### src/rtl/pipe_ctrl_if.sv
// Handshake and control bundle between the pipeline datapath and pipe_ctrl.
// CNT_WIDTH must match the CNT_WIDTH of the pipe_ctrl instance it is bound to.
interface pipe_ctrl_if #(parameter int CNT_WIDTH = 32);
  logic                 ld_use;
  logic                 br_taken;
  logic                 mdu_req;
  logic                 mdu_done;
  logic                 mem_req;
  logic                 mem_ack;
  logic                 trap;
  logic                 pc_en;
  logic [1:0]           pc_sel;
  logic [3:0]           stage_en;
  logic [3:0]           stage_flush;
  logic                 mem_timeout;
  logic [CNT_WIDTH-1:0] stall_cnt;
  logic [1:0]           state;

  modport master (
    output ld_use, br_taken, mdu_req, mdu_done, mem_req, mem_ack, trap,
    input  pc_en, pc_sel, stage_en, stage_flush, mem_timeout, stall_cnt, state
  );

  modport slave (
    input  ld_use, br_taken, mdu_req, mdu_done, mem_req, mem_ack, trap,
    output pc_en, pc_sel, stage_en, stage_flush, mem_timeout, stall_cnt, state
  );
endinterface

### src/rtl/pipe_ctrl.sv
// Pipeline hazard/stall controller: PC enable/select, per-stage enables and flushes,
// memory-wait timeout and a saturating stall-cycle counter.
module pipe_ctrl #(
  parameter int CNT_WIDTH = 32,
  parameter int TO_WIDTH  = 10
) (
  input  logic        clk,
  input  logic        rst,
  pipe_ctrl_if.slave  bus
);

  typedef enum logic [1:0] {
    RUN      = 2'd0,
    MDU_WAIT = 2'd1,
    MEM_WAIT = 2'd2,
    TRAP     = 2'd3
  } state_t;

  // Control word layout: {pc_en, pc_sel[1:0], stage_en[3:0], stage_flush[3:0]}
  localparam logic [10:0] CTL_RUN   = 11'b1_00_1111_0000;
  localparam logic [10:0] CTL_TRAP  = 11'b1_10_0000_1111;
  localparam logic [10:0] CTL_MEM   = 11'b0_00_0000_0001;
  localparam logic [10:0] CTL_MDU   = 11'b0_00_0011_0010;
  localparam logic [10:0] CTL_BR    = 11'b1_01_1111_1100;
  localparam logic [10:0] CTL_LD    = 11'b0_00_0111_0100;
  localparam logic [10:0] CTL_FLUSH = 11'b0_00_0000_1111;

  state_t               cur;
  state_t               nxt;
  logic [10:0]          ctl;
  logic                 mem_timeout;
  logic [TO_WIDTH-1:0]  to_cnt;
  logic [CNT_WIDTH-1:0] stall_cnt;
  logic                 to_full;

  assign to_full = &to_cnt;

  always_ff @(posedge clk or negedge rst) begin
    if (!rst) begin
      cur <= RUN;
    end else begin
      cur <= nxt;
    end
  end

  // Counts only while staying in MEM_WAIT, so entering the wait always starts from zero.
  always_ff @(posedge clk or negedge rst) begin
    if (!rst) begin
      to_cnt <= '0;
    end else if (cur == MEM_WAIT && nxt == MEM_WAIT) begin
      to_cnt <= to_cnt + 1'b1;
    end else begin
      to_cnt <= '0;
    end
  end

  always_ff @(posedge clk or negedge rst) begin
    if (!rst) begin
      stall_cnt <= '0;
    end else if (!ctl[10] && !(&stall_cnt)) begin
      stall_cnt <= stall_cnt + 1'b1;
    end
  end

  always_comb begin
    nxt         = cur;
    ctl         = CTL_RUN;
    mem_timeout = 1'b0;
    unique case (cur)
      RUN: begin
        if (bus.trap) begin
          ctl = CTL_TRAP;
          nxt = TRAP;
        end else if (bus.mem_req && !bus.mem_ack) begin
          ctl = CTL_MEM;
          nxt = MEM_WAIT;
        end else if (bus.mdu_req && !bus.mdu_done) begin
          ctl = CTL_MDU;
          nxt = MDU_WAIT;
        end else if (bus.br_taken) begin
          ctl = CTL_BR;
        end else if (bus.ld_use) begin
          ctl = CTL_LD;
        end
      end
      MDU_WAIT: begin
        if (bus.trap) begin
          ctl = CTL_TRAP;
          nxt = TRAP;
        end else if (bus.mdu_done) begin
          nxt = RUN;
        end else begin
          ctl = CTL_MDU;
        end
      end
      // A trap cannot be taken while a memory access is outstanding.
      MEM_WAIT: begin
        if (bus.mem_ack) begin
          nxt = RUN;
        end else if (to_full) begin
          ctl         = CTL_TRAP;
          nxt         = TRAP;
          mem_timeout = 1'b1;
        end else begin
          ctl = CTL_MEM;
        end
      end
      TRAP: begin
        ctl = CTL_FLUSH;
        nxt = RUN;
      end
    endcase
    if (!rst) begin
      ctl         = CTL_FLUSH;
      mem_timeout = 1'b0;
    end
  end

  assign bus.pc_en       = ctl[10];
  assign bus.pc_sel      = ctl[9:8];
  assign bus.stage_en    = ctl[7:4];
  assign bus.stage_flush = ctl[3:0];
  assign bus.mem_timeout = mem_timeout;
  assign bus.stall_cnt   = stall_cnt;
  assign bus.state       = cur;

endmodule

### src/flat_wrapper.sv
// flat-port wrapper written by rule: the top's interface ports become plain ports
module pipe_ctrl_flat 
#(
  parameter int CNT_WIDTH = 32,
  parameter int TO_WIDTH  = 10
)
  (clk, rst, bus_ld_use, bus_br_taken, bus_mdu_req, bus_mdu_done, bus_mem_req, bus_mem_ack, bus_trap, bus_pc_en, bus_pc_sel, bus_stage_en, bus_stage_flush, bus_mem_timeout, bus_stall_cnt, bus_state);
  pipe_ctrl_if #(.CNT_WIDTH(CNT_WIDTH)) bus_i ();
  input  logic clk;
  input  logic rst;
  input wire logic [$bits(bus_i.ld_use)-1:0] bus_ld_use;
  input wire logic [$bits(bus_i.br_taken)-1:0] bus_br_taken;
  input wire logic [$bits(bus_i.mdu_req)-1:0] bus_mdu_req;
  input wire logic [$bits(bus_i.mdu_done)-1:0] bus_mdu_done;
  input wire logic [$bits(bus_i.mem_req)-1:0] bus_mem_req;
  input wire logic [$bits(bus_i.mem_ack)-1:0] bus_mem_ack;
  input wire logic [$bits(bus_i.trap)-1:0] bus_trap;
  output wire logic [$bits(bus_i.pc_en)-1:0] bus_pc_en;
  output wire logic [$bits(bus_i.pc_sel)-1:0] bus_pc_sel;
  output wire logic [$bits(bus_i.stage_en)-1:0] bus_stage_en;
  output wire logic [$bits(bus_i.stage_flush)-1:0] bus_stage_flush;
  output wire logic [$bits(bus_i.mem_timeout)-1:0] bus_mem_timeout;
  output wire logic [$bits(bus_i.stall_cnt)-1:0] bus_stall_cnt;
  output wire logic [$bits(bus_i.state)-1:0] bus_state;
  assign bus_i.ld_use = bus_ld_use;
  assign bus_i.br_taken = bus_br_taken;
  assign bus_i.mdu_req = bus_mdu_req;
  assign bus_i.mdu_done = bus_mdu_done;
  assign bus_i.mem_req = bus_mem_req;
  assign bus_i.mem_ack = bus_mem_ack;
  assign bus_i.trap = bus_trap;
  assign bus_pc_en = bus_i.pc_en;
  assign bus_pc_sel = bus_i.pc_sel;
  assign bus_stage_en = bus_i.stage_en;
  assign bus_stage_flush = bus_i.stage_flush;
  assign bus_mem_timeout = bus_i.mem_timeout;
  assign bus_stall_cnt = bus_i.stall_cnt;
  assign bus_state = bus_i.state;
  pipe_ctrl #(.CNT_WIDTH(CNT_WIDTH), .TO_WIDTH(TO_WIDTH)) u_core (.clk(clk), .rst(rst), .bus(bus_i));
endmodule
### config.mk
export PLATFORM = sky130hd
export DESIGN_NAME = pipe_ctrl_flat
export DESIGN_NICKNAME = d
export VERILOG_FILES = /design/src/rtl/pipe_ctrl_if.sv /design/src/rtl/pipe_ctrl.sv /design/src/flat_wrapper.sv
export SDC_FILE = /design/constraint.sdc
export NUM_CORES = 1
export LEC_CHECK = 0
export ABC_AREA = 0
export CORE_ASPECT_RATIO = 0.8
export CORE_MARGIN = 8
export CORE_UTILIZATION = 50
export CTS_CLUSTER_DIAMETER = 60
export CTS_CLUSTER_SIZE = 40
export DETAILED_ROUTE_END_ITERATION = 7
export PLACE_DENSITY = 0.83
export REMOVE_ABC_BUFFERS = 1
export SLEW_MARGIN = 20
export SYNTH_ARGS = -nofsm -noshare
export SYNTH_HDL_FRONTEND = slang
export SYNTH_SLANG_ARGS = --single-unit
### constraint.sdc
create_clock -name clk -period 2.65 [get_ports clk]
set_input_delay 0.3975 -clock clk [delete_from_list [all_inputs] [get_ports clk]]
set_output_delay 0.3975 -clock clk [all_outputs]
set_load 0.02 [all_outputs]
== Word level (Yosys, flattened, before mapping) ==
Index checks and enable logic that the tools add are counted.
Storage, ports and cells
  register bits: 44
  bits of input ports: 9
  word-level logic and storage cells: 44
Cells by class
  eq/ne operators: 4
  reduce and logical (&&, ||, !) cells: 11
  $add $sub $neg: 2
  muxes and demuxes: 24
Operators by type and width (count)
  2-to-1 mux 11 bit: 10
  one-hot mux 11 bit (4 select lines): 1
  adder 32 x 1 -> 32 bit, second input constant: 1
  AND reduction 32 bit: 1
  2-to-1 mux 2 bit: 7
  adder 10 x 1 -> 10 bit, second input constant: 1
  2-to-1 mux 10 bit: 1
  AND reduction 10 bit: 1
  one-hot mux 2 bit (4 select lines): 1
  == test 2 bit, second input constant: 3
  logical AND 1 bit: 4
  zero test 1 bit: 4
  2-to-1 mux 1 bit: 4
  == test 2 x 1 -> 1 bit, second input constant: 1
  zero test 2 bit: 1

== Longest topological paths before layout ==
Gate-level depths: netlist of run 1.
  depth after elaboration: 9
  gate-level depth with buffers: 9
  mapped depth without buffers: 7

== Worst setup path after synthesis of run 1 ==
Ideal clock, no wire load.
  kind: reg2out
  start point: register u_core.to_cnt[0]
  end point: output port bus_stage_flush[2]
  required time: 2.253 ns
  setup slack: 0.484 ns
  stages on the path, launching flop included: 8
  arrival: 1.768 ns
  cell sequence: dfrtp_1 ha_1 nand4_1 or3_2 nor2_1 o32ai_1 nand2_1 a31o_2
Between the ends
  word-level cells in the longest chain between the ends: 5
Ends and longest elaborated chain
  from (decl): line pipe_ctrl.sv:32  | logic [TO_WIDTH-1:0] to_cnt;
  from (signal assigned): line pipe_ctrl.sv:51  | to_cnt <= to_cnt + 1'b1;
  AND reduction 10 bit: line pipe_ctrl.sv:36  | assign to_full = &to_cnt;
  2-to-1 mux 11 bit: line pipe_ctrl.sv:100  | end else if (to_full) begin
  2-to-1 mux 11 bit: line pipe_ctrl.sv:98  | if (bus.mem_ack) begin
  one-hot mux 11 bit (4 select lines): line pipe_ctrl.sv:69  | unique case (cur)
  2-to-1 mux 11 bit: line pipe_ctrl.sv:113  | if (!rst) begin
  to (decl): line flat_wrapper.sv:21  | output wire logic [$bits(bus_i.stage_flush)-1:0] bus_stage_flush;
Every way passes these cells.

== Final worst setup path of run 1 ==
  start point: input port bus_mdu_done
  end point: output port bus_pc_sel[0]
Between the ends
  word-level cells in the longest chain between the ends: 7
Ends and longest elaborated chain
  from (decl): line flat_wrapper.sv:14  | input wire logic [$bits(bus_i.mdu_done)-1:0] bus_mdu_done;
  zero test 1 bit: line pipe_ctrl.sv:77  | end else if (bus.mdu_req && !bus.mdu_done) begin
  logical AND 1 bit: line pipe_ctrl.sv:77
  2-to-1 mux 11 bit: line pipe_ctrl.sv:77
  2-to-1 mux 11 bit: line pipe_ctrl.sv:74  | end else if (bus.mem_req && !bus.mem_ack) begin
  2-to-1 mux 11 bit: line pipe_ctrl.sv:71  | if (bus.trap) begin
  one-hot mux 11 bit (4 select lines): line pipe_ctrl.sv:69
  2-to-1 mux 11 bit: line pipe_ctrl.sv:113
  to (decl): line flat_wrapper.sv:19  | output wire logic [$bits(bus_i.pc_sel)-1:0] bus_pc_sel;
Every way passes these cells.

==> results.json, run 1 <==
{
  "crit_family": "buffers and inverters",
  "syn_area_sq_um": 2390,
  "clkTransAtPathRegs_ps": 80,
  "drtIter0Drc": 97,
  "numCtsBuffers": 5,
  "slowest_delay_ps": 600,
  "fin_crit_ps": 2570,
  "antenna_found_initial": 0,
  "hold_violations": 0,
  "endpoint_kind": "output port",
  "dpl.hpwl_um": 4340,
  "ys_types": 45,
  "path_max_fanout": 3,
  "power.leakage_uw": 0.00140,
  "dieHeight_um": 77.8,
  "worst_hold_slack_ps": 501,
  "dpl_cell_area_sq_um": 3030,
  "setup_viol": 0,
  "cts.path.max_buffers": 2,
  "rows": 22,
  "cp_num_buf_inv": 2,
  "synth_seq_cells": 44,
  "cp_cell_sequence": "clkdlybuf4s50_1 -> and2b_1 -> nor2_1 -> and3_1 -> and3_1 -> clkdlybuf4s50_1",
  "grt_start_max_net_pins": 40,
  "final_nets": 312,
  "first_pass_iters": 5,
  "endpoint": "bus_pc_sel[0]",
  "die_w_um": 93.3,
  "fin_crit_sh": 0.969,
  "vias": 1996,
  "grt.total_usage": 0.164,
  "worst_path_max_delay_cell": "clkdlybuf4s50_1",
  "powerDensity_nw_per_um2": 567,
  "rrSetupSlack_ps": 540,
  "synth_area_leader_cell": "dfrtp_1",
  "fin_area_sq_um": 3120,
  "reg2reg_depth": 9,
  "timing.final.ws_setup_ps": 82.7,
  "cp-startpoint": "bus_mdu_done",
  "ant_nets": 0,
  "cap_violations": 0,
  "antenna-diode-count": 0,
  "finalClockSkew_ps": 5.43,
  "fmaxAchievable_ghz": 0.390,
  "initial_core_util": 0.520,
  "power.net_switching_uw": 576,
  "cts-htree-levels": 2,
  "cts_tree": "yes",
  "synth_top_cell_area_share": 0.461,
  "intPower_uw": 1190,
  "critPathLaunchType": "primary input",
  "wl_per_cell_um": 16.0,
  "path_depth": 6,
  "layout-drive-gt1-share": 0.169,
  "clk_latency_ps": 290,
  "combPwrFrac": 0.282,
  "async_flop_share": 1.00,
  "relSlewSlack": 0.674,
  "crit_required_ps": 2250,
  "overflow": 0,
  "gp_congestion": 0.869,
  "vdd_ir_drop_max_mv": 0.629,
  "rr_endpoint": "u_core.bus.stall_cnt[28]$_DFFE_PN0P_",
  "status": "completed",
  "wl_um": 5780,
  "hold_path.class": "primary input to asynchronous set/reset pin",
  "io-pin-count": 55,
  "fillers": 349,
  "core_area_sq_um": 4600,
  "area_growth_pct": 30.5,
  "die_area_sq_um": 7260,
  "slew_violations": 0,
  "ys_top_cells_by_area": "dfrtp_1 46%, xnor2_1 8.4%, xor2_1 4.4%",
  "grt_pass1_wl_um": 9690,
  "path_class": "primary input to output port",
  "ys.flop_type": "dfrtp_1",
  "cts.sinks": 44,
  "share_seq_of_total_power": 0.475,
  "worstMarginPinSlew_ps": 488,
  "synth_edf_count": 0,
  "viasPerCell": 5.51,
  "syn_inst": 234,
  "dp_slack_ps": -211,
  "cts-root-buf": "clkbuf_8",
  "clkPwrFrac": 0.244,
  "ys_warn_count": 0,
  "cts_setup_buffers": 0,
  "syn_area_per_cell_sq_um": 10.2,
  "arrival_ps": 2170,
  "grt_pass1_vias": 2021,
  "drc": 0,
  "ys_seq_area_frac": 0.461,
  "port_buffers": 54,
  "r2r_start": "u_core.to_cnt[1]$_DFF_PN0_",
  "dp_cells": 353,
  "sw_frac_of_total": 0.326,
  "post_layout_nonfiller_instances": 362
}
power groups by stage:
stage	Sequential, uW	Combinational (uW)	Clock [uW]
2_1_floorplan	900	195	0
3_3_place_gp	847	502	0
3_5_place_dp	847	512	0
4_1_cts	838	506	434
5_1_grt	852	538	469
6_report	840	498	431
per-stage QoR:
stage               setup TNS, ps  utilization  power, uW
detailed placement           -708        0.658       1360
finish                          0        0.678       1770
global placement             -448        0.658       1350
CTS                             0        0.679       1780
floorplan                       0            -       1100
global route                -4.80        0.678       1860
worst reg2reg max path, delay by kind of cell (launching register included):
kind	cells	cell delay [ps]
flops	1	390
compound gates	1	120
fa+ha+maj	1	180
buf+inv	2	330
mux	1	340
simple gates	4	620
state kept, by name, indices dropped and copies added, names as in the netlist:
signal	cells
u_core.bus.stall_cnt	32
u_core.to_cnt	10
u_core.bus.state	2
per-layer routing:
layer | global-route usage | vias up | part of all wire
li1 | - | 951 | -
met3 | 0.0548 | 6 | 0.082
met2 | 0.255 | 70 | 0.46
met4 | 0.0562 | 0 | 0.0081
met5 | 0 | - | 0
met1 | 0.208 | 969 | 0.44
cells in the mapped netlist, drive strengths merged (2+ instances only):
master / count
nand3: 14
inv: 7
nor4: 2
nor2: 21
o21bai: 2
or3: 4
o21ai: 5
nor3: 6
and3: 15
nand4: 18
dfrtp: 44
a21oi: 6
nand2: 18
and2: 6
xnor2: 23
mux2: 2
and2b: 3
xor2: 12
buf: 7
o31ai: 2
nor2b: 2
ha: 2
cell type report:
class                   count  area (sq um)  area share
clock buffers               8          90.1      0.0289
inverters                   7          26.3     0.00843
multi-input cells         175          1200       0.384
repair buffers             68           629       0.202
flip-flops and latches     44          1100       0.353
well taps                  60          75.1      0.0241
how the worst min path moves through the flow:
stage          slack (ps)                                  end  cells after the start
6_report              500           u_core.to_cnt[3]$_DFF_PN0_                      2
5_1_grt               520           u_core.to_cnt[0]$_DFF_PN0_                      2
4_1_cts               500           u_core.to_cnt[3]$_DFF_PN0_                      2
3_5_place_dp          280           u_core.to_cnt[0]$_DFF_PN0_                      1
3_3_place_gp          280           u_core.to_cnt[0]$_DFF_PN0_                      1
2_1_floorplan         100  u_core.bus.stall_cnt[0]$_DFFE_PN0P_                      0
cells by family (layout without fill, tap and decap cells):
group,count (synthesis),count (layout),synth area share
simple gates,114,114,0.286
flops,44,44,0.461
xor+xnor,35,35,0.128
compound gates,22,22,0.0639
buf+inv,15,83,0.0408
fa+ha+maj,2,2,0.0105
mux,2,2,0.00942
what timing repair did:
action	CTS	global route
pin swaps	0	0
hold buffers	1	0
hold endpoints to repair	5	0
setup endpoints to repair	6	6
resized for setup	7	9
placed cells by master, fill, tap and decap left out, drive strengths merged, types with 2 or more instances in the layout:
cell type      instances
a21oi                  6
and2                   6
and2b                  3
and3                  15
buf                   14
clkbuf                11
clkdlybuf4s50         45
dfrtp                 44
dlygate4sd2            3
dlymetal6s2s           2
ha                     2
inv                    7
mux2                   2
nand2                 18
nand3                 14
nand4                 18
nor2                  21
nor2b                  2
nor3                   6
nor4                   2
o21ai                  5
o21bai                 2
o31ai                  2
or3                    4
xnor2                 23
xor2                  12
Power figures use the tool's default switching activity.
==> run 2: changes to the inputs <==
--- a/config.mk
+++ b/config.mk
@@ -7,7 +7,6 @@
 export LEC_CHECK = 0
 export ABC_AREA = 0
 export CORE_ASPECT_RATIO = 0.8
-export CORE_MARGIN = 8
 export CORE_UTILIZATION = 50
 export CTS_CLUSTER_DIAMETER = 60
 export CTS_CLUSTER_SIZE = 40
==> run 2 against run 1 <==
Flip-flop and latch count did not move. Maximum frequency rose by 0.83%. Total power rose by 6.0%. Register-to-register slack improved by 20 ps. Largest power group unchanged. Die area fell by 30%. Global-route usage rose by 6.7 points. Sequential share of layout area fell by 0.43 points. Sequential power barely moved. Non-clock buffer count did not move. Routed wire length fell by 9.1%. Largest cell class unchanged.
==> results.json, run 2 (synthesized netlist as in run 1, its figures left out) <==
{
  "status": "completed",
  "grt_start_max_net_pins": 44,
  "fin_crit_sh": 0.961,
  "cts-root-buf": "clkbuf_8",
  "dpl_cell_area_sq_um": 3030,
  "port_buffers": 54,
  "core_area_sq_um": 4600,
  "hold_path.class": "primary input to asynchronous set/reset pin",
  "timing.final.ws_setup_ps": 104,
  "reg2reg_depth": 9,
  "slew_violations": 0,
  "worst_hold_slack_ps": 485,
  "fin_area_sq_um": 3160,
  "numCtsBuffers": 5,
  "io-pin-count": 55,
  "cap_violations": 0,
  "overflow": 0,
  "clk_latency_ps": 310,
  "grt.total_usage": 0.232,
  "ant_nets": 0,
  "r2r_start": "u_core.to_cnt[1]$_DFF_PN0_",
  "fin_crit_ps": 2550,
  "dr_wl_met3_um": 241,
  "routed-wl-met2_um": 2370,
  "arrival_ps": 2150,
  "critPathLaunchType": "primary input",
  "drc": 0,
  "die_w_um": 79.3,
  "rrSetupSlack_ps": 560,
  "drtIter0Drc": 98,
  "largest_register": "u_core.bus.stall_cnt",
  "area_growth_pct": 32.1,
  "rr_endpoint": "u_core.bus.stall_cnt[28]$_DFFE_PN0P_",
  "dpl.hpwl_um": 3790,
  "finalClockSkew_ps": 13.1,
  "viasPerCell": 5.41,
  "first_pass_iters": 4,
  "rsz0062_at_grt": "no",
  "initial_core_util": 0.520,
  "endpoint_kind": "output port",
  "antenna-diode-count": 0,
  "powerDensity_nw_per_um2": 594,
  "wl_um": 5250,
  "fmaxAchievable_ghz": 0.393,
  "relSlewSlack": 0.654,
  "multiInputGateArea_sq_um": 1190,
  "dp_slack_ps": -225,
  "path_class": "primary input to output port",
  "fillers": 370,
  "cts.sinks": 44,
  "seq_area_sq_um": 1100,
  "rows": 22,
  "cp_cell_sequence": "clkdlybuf4s50_1 -> nor2b_2 -> buf_4 -> or2_2 -> o31ai_1 -> and3_1 -> clkdlybuf4s15_1",
  "largest_reg_flops": 32,
  "slowest_delay_ps": 450,
  "power.leakage_uw": 0.00144,
  "grt_pass1_vias": 1896,
  "final_nets": 312,
  "grt_pass1_wl_um": 9010,
  "clkTransAtPathRegs_ps": 80,
  "path_max_fanout": 3,
  "hold_violations": 0,
  "cts_setup_buffers": 0,
  "cts.path.max_buffers": 2,
  "drt-met1-wl_um": 2570,
  "gp_congestion": 0.829,
  "final_cell_mix": "44 x clkdlybuf4s50_1, 44 x dfrtp_1, 23 x xnor2_1",
  "vdd_ir_drop_max_mv": 0.755,
  "routed.top_layer": "met4",
  "worstMarginPinSlew_ps": 519,
  "vias": 1958,
  "cp-startpoint": "bus_mem_req",
  "cts_tree": "yes",
  "fin_util": 0.687,
  "worst_path_max_delay_cell": "clkdlybuf4s50_1",
  "setup_viol": 0,
  "dieHeight_um": 63.8,
  "antenna_found_initial": 0,
  "wl_per_cell_um": 14.5,
  "crit_required_ps": 2250,
  "cts-htree-levels": 2,
  "layout-drive-gt1-share": 0.169,
  "die_area_sq_um": 5060
}
[run 2: where the power goes]
group          switching [uW]  internal (uW)
clock network             232            308
logic                     250            246
registers                 105            735
total                     587           1290
[run 2: cell type report]
type,instances,share of cell area
multi-input cells,175,0.378
flip-flops and latches,44,0.349
repair buffers,68,0.203
clock buffers,6,0.0262
well taps,60,0.0238
clock inverters,2,0.0123
inverters,7,0.00832
[run 2: critical path: cells and delay by family]
family          cells  cell delay [ps]
buf+inv             3              880
simple gates        3              660
compound gates      1              210
[run 2: timing repair]
item                                    CTS  global route
pin swaps                                 0             0
cloned                                    0             0
endpoints found under the setup margin    6             5
gates resized for setup                   8             6
hold endpoints to repair                  1             0
hold buffers                              1             0
[run 2: worst max-delay path by stage]
stage	endpoint	slack, ps	cells after the start
CTS	bus_stage_flush[2]	-2	8
finish	bus_stage_en[3]	100	7
floorplan	bus_stage_flush[2]	480	7
global route	bus_stage_en[3]	10	7
global placement	bus_stage_en[3]	-140	7
detailed placement	bus_stage_flush[2]	-220	8
[run 2: metrics by stage]
stage                     setup TNS, ps  total power (uW)  instances
after floorplan                       0              1100        226
after global placement             -369              1340        353
after detailed placement           -695              1350        353
after CTS                         -2.43              1890        362
after global routing                  0              1970        362
final                                 0              1880        362
[run 2: routing by layer]
| metal | vias to the layer above | track usage |
|---|---|---|
| met5 | - | 0 |
| met1 | 954 | 0.328 |
| li1 | 951 | - |
| met4 | 0 | 0.0864 |
| met3 | 8 | 0.0457 |
| met2 | 45 | 0.351 |
==> run 3: changes to the inputs <==
==> constraint.sdc (replaced) <==
create_clock -name clk -period 2.35 [get_ports clk]
set_input_delay 0.3525 -clock clk [delete_from_list [all_inputs] [get_ports clk]]
set_output_delay 0.3525 -clock clk [all_outputs]
set_load 0.02 [all_outputs]
==> run 3 against run 2 <==
Largest power group unchanged. Core utilization rose by 3.0 points. Flip-flop and latch count did not move. Final cell count rose by 4.7%. Highest routed layer unchanged. Clock power rose by 4.8%.
==> results.json, run 3 (synthesized netlist as in run 1, its figures left out) <==
{
  "cts-htree-levels": 2,
  "dp_cells": 367,
  "fmaxAchievable_ghz": 0.433,
  "path_class": "primary input to output port",
  "slowest_delay_ps": 450,
  "largest_register": "u_core.bus.stall_cnt",
  "grt_pass1_vias": 2000,
  "final_nets": 329,
  "clk_latency_ps": 290,
  "post_layout_nonfiller_instances": 379,
  "cts.path.max_buffers": 2,
  "cts.sinks": 44,
  "worstMarginPinSlew_ps": 542,
  "grt_pass1_wl_um": 9230,
  "overflow": 0,
  "setup_tns_ps": 0,
  "gp_congestion": 0.813,
  "largest_reg_flops": 32,
  "drc": 0,
  "endpoint_kind": "output port",
  "grt.total_usage": 0.235,
  "arrival_ps": 1960,
  "crit_required_ps": 2000,
  "status": "completed",
  "crit_family": "buffers and inverters",
  "rsz0062_at_grt": "yes",
  "rows": 22,
  "layout-drive-gt1-share": 0.251,
  "vias": 2034,
  "grt_start_max_net_pins": 45,
  "cts-root-buf": "clkbuf_8",
  "final_common_cell": "dfrtp_1",
  "ant_nets": 0,
  "dieHeight_um": 63.8,
  "core_area_sq_um": 4600,
  "grt-busiest-layer": "met2",
  "io-pin-count": 55,
  "cp_cell_sequence": "clkdlybuf4s50_1 -> nor2b_4 -> buf_4 -> or2_2 -> o31ai_2 -> and3_1 -> buf_2",
  "hold_path.class": "primary input to asynchronous set/reset pin",
  "viasPerCell": 5.37,
  "wl_um": 5460,
  "fin_crit_ps": 2310,
  "die_area_sq_um": 5060,
  "first_pass_iters": 4,
  "cap_violations": 0,
  "dpl.hpwl_um": 3830,
  "wl_per_cell_um": 14.4,
  "finalPower_uw": 2090,
  "port_buffers": 54,
  "vdd_ir_drop_max_mv": 0.706,
  "dpl_cell_area_sq_um": 3130,
  "grtUsageMet2": 0.379,
  "fin_crit_sh": 0.982,
  "critPathLaunchType": "primary input",
  "fin_area_sq_um": 3300,
  "initial_core_util": 0.520,
  "finalClockSkew_ps": 4.61,
  "die_w_um": 79.3,
  "powerDensity_nw_per_um2": 635,
  "antenna-diode-count": 0,
  "hold_violations": 0,
  "path_max_fanout": 3,
  "final_cell_mix": "43 x dfrtp_1, 40 x clkdlybuf4s50_1, 31 x buf_4",
  "area_growth_pct": 37.9,
  "grt_util_met1": 0.327,
  "power.leakage_uw": 0.00151,
  "numCtsBuffers": 5,
  "slew_violations": 0,
  "worst_path_max_delay_cell": "clkdlybuf4s50_1",
  "clkTransAtPathRegs_ps": 80,
  "globalRouteMet3Util": 0.0371,
  "fin_util": 0.717,
  "setup_viol": 0,
  "drtIter0Drc": 115,
  "ctsHoldBuffers": 0,
  "cp_num_buf_inv": 3,
  "antenna_found_initial": 0,
  "cts_tree": "yes",
  "relSlewSlack": 0.639
}
[run 3: changes by cell type in the layout (fill, tap and decap cells not counted), sizes merged]
cell / delta
clkdlybuf4s50: -4
dlygate4sd3: -1
buf: +21
clkbuf: +2
dlygate4sd2: -1
[run 3: routing by layer]
metal	part of all wire	vias to the layer above	wire (um)
li1	-	984	-
met1	0.48	987	2630
met2	0.46	56	2500
met3	0.051	7	276
met4	0.011	0	61
met5	0	-	0
[run 3: worst paths after layout]
kind,cells past startpoint,from,slack [ps],endpoint
worst max-delay path,7,bus_mem_req,40,bus_stage_en[3]
worst max register to register,10,u_core.to_cnt[1]$_DFF_PN0_,170,u_core.bus.stall_cnt[28]$_DFFE_PN0P_
min in group clk,1,u_core.bus.stall_cnt[9]$_DFFE_PN0P_,490,u_core.bus.stall_cnt[9]$_DFFE_PN0P_
worst min-delay path,2,rst,270,u_core.to_cnt[6]$_DFF_PN0_
max in group asynchronous,2,rst,1690,u_core.bus.state[1]$_DFF_PN0_
worst min register to register,1,u_core.bus.stall_cnt[9]$_DFFE_PN0P_,490,u_core.bus.stall_cnt[9]$_DFFE_PN0P_
[run 3: final cells by class]
| class | count | area, sq um |
|---|---|---|
| Clock buffer | 6 | 72.6 |
| Clock inverter | 2 | 35.0 |
| Fill cell | 333 | 1300 |
| Inverter | 7 | 26.3 |
| Multi-Input combinational cell | 175 | 1240 |
| Sequential cell | 44 | 1100 |
| Tap cell | 60 | 75.1 |
| Timing Repair Buffer | 85 | 739 |
[run 3: repair_timing]
action                     4_1_cts  5_1_grt
setup endpoints to repair       11        9
pin swaps                        0        4
setup buffers                    0        4
gates resized for setup         25       20
gates cloned                     0        0
[run 3: stage by stage]
| step | worst slack (ps) | hold slack (ps) |
|---|---|---|
| 6_report | 41.5 | 267 |
| 5_1_grt | -45.2 | 331 |
| 4_1_cts | -132 | 288 |
| 3_5_place_dp | -400 | 482 |
| 3_3_place_gp | -344 | 479 |
| 2_1_floorplan | 222 | 56.9 |
[run 3: report_power, final]
part	switching, uW	total [uW]	internal [uW]
combinational	299	588	289
clock	251	566	316
sequential	111	940	829
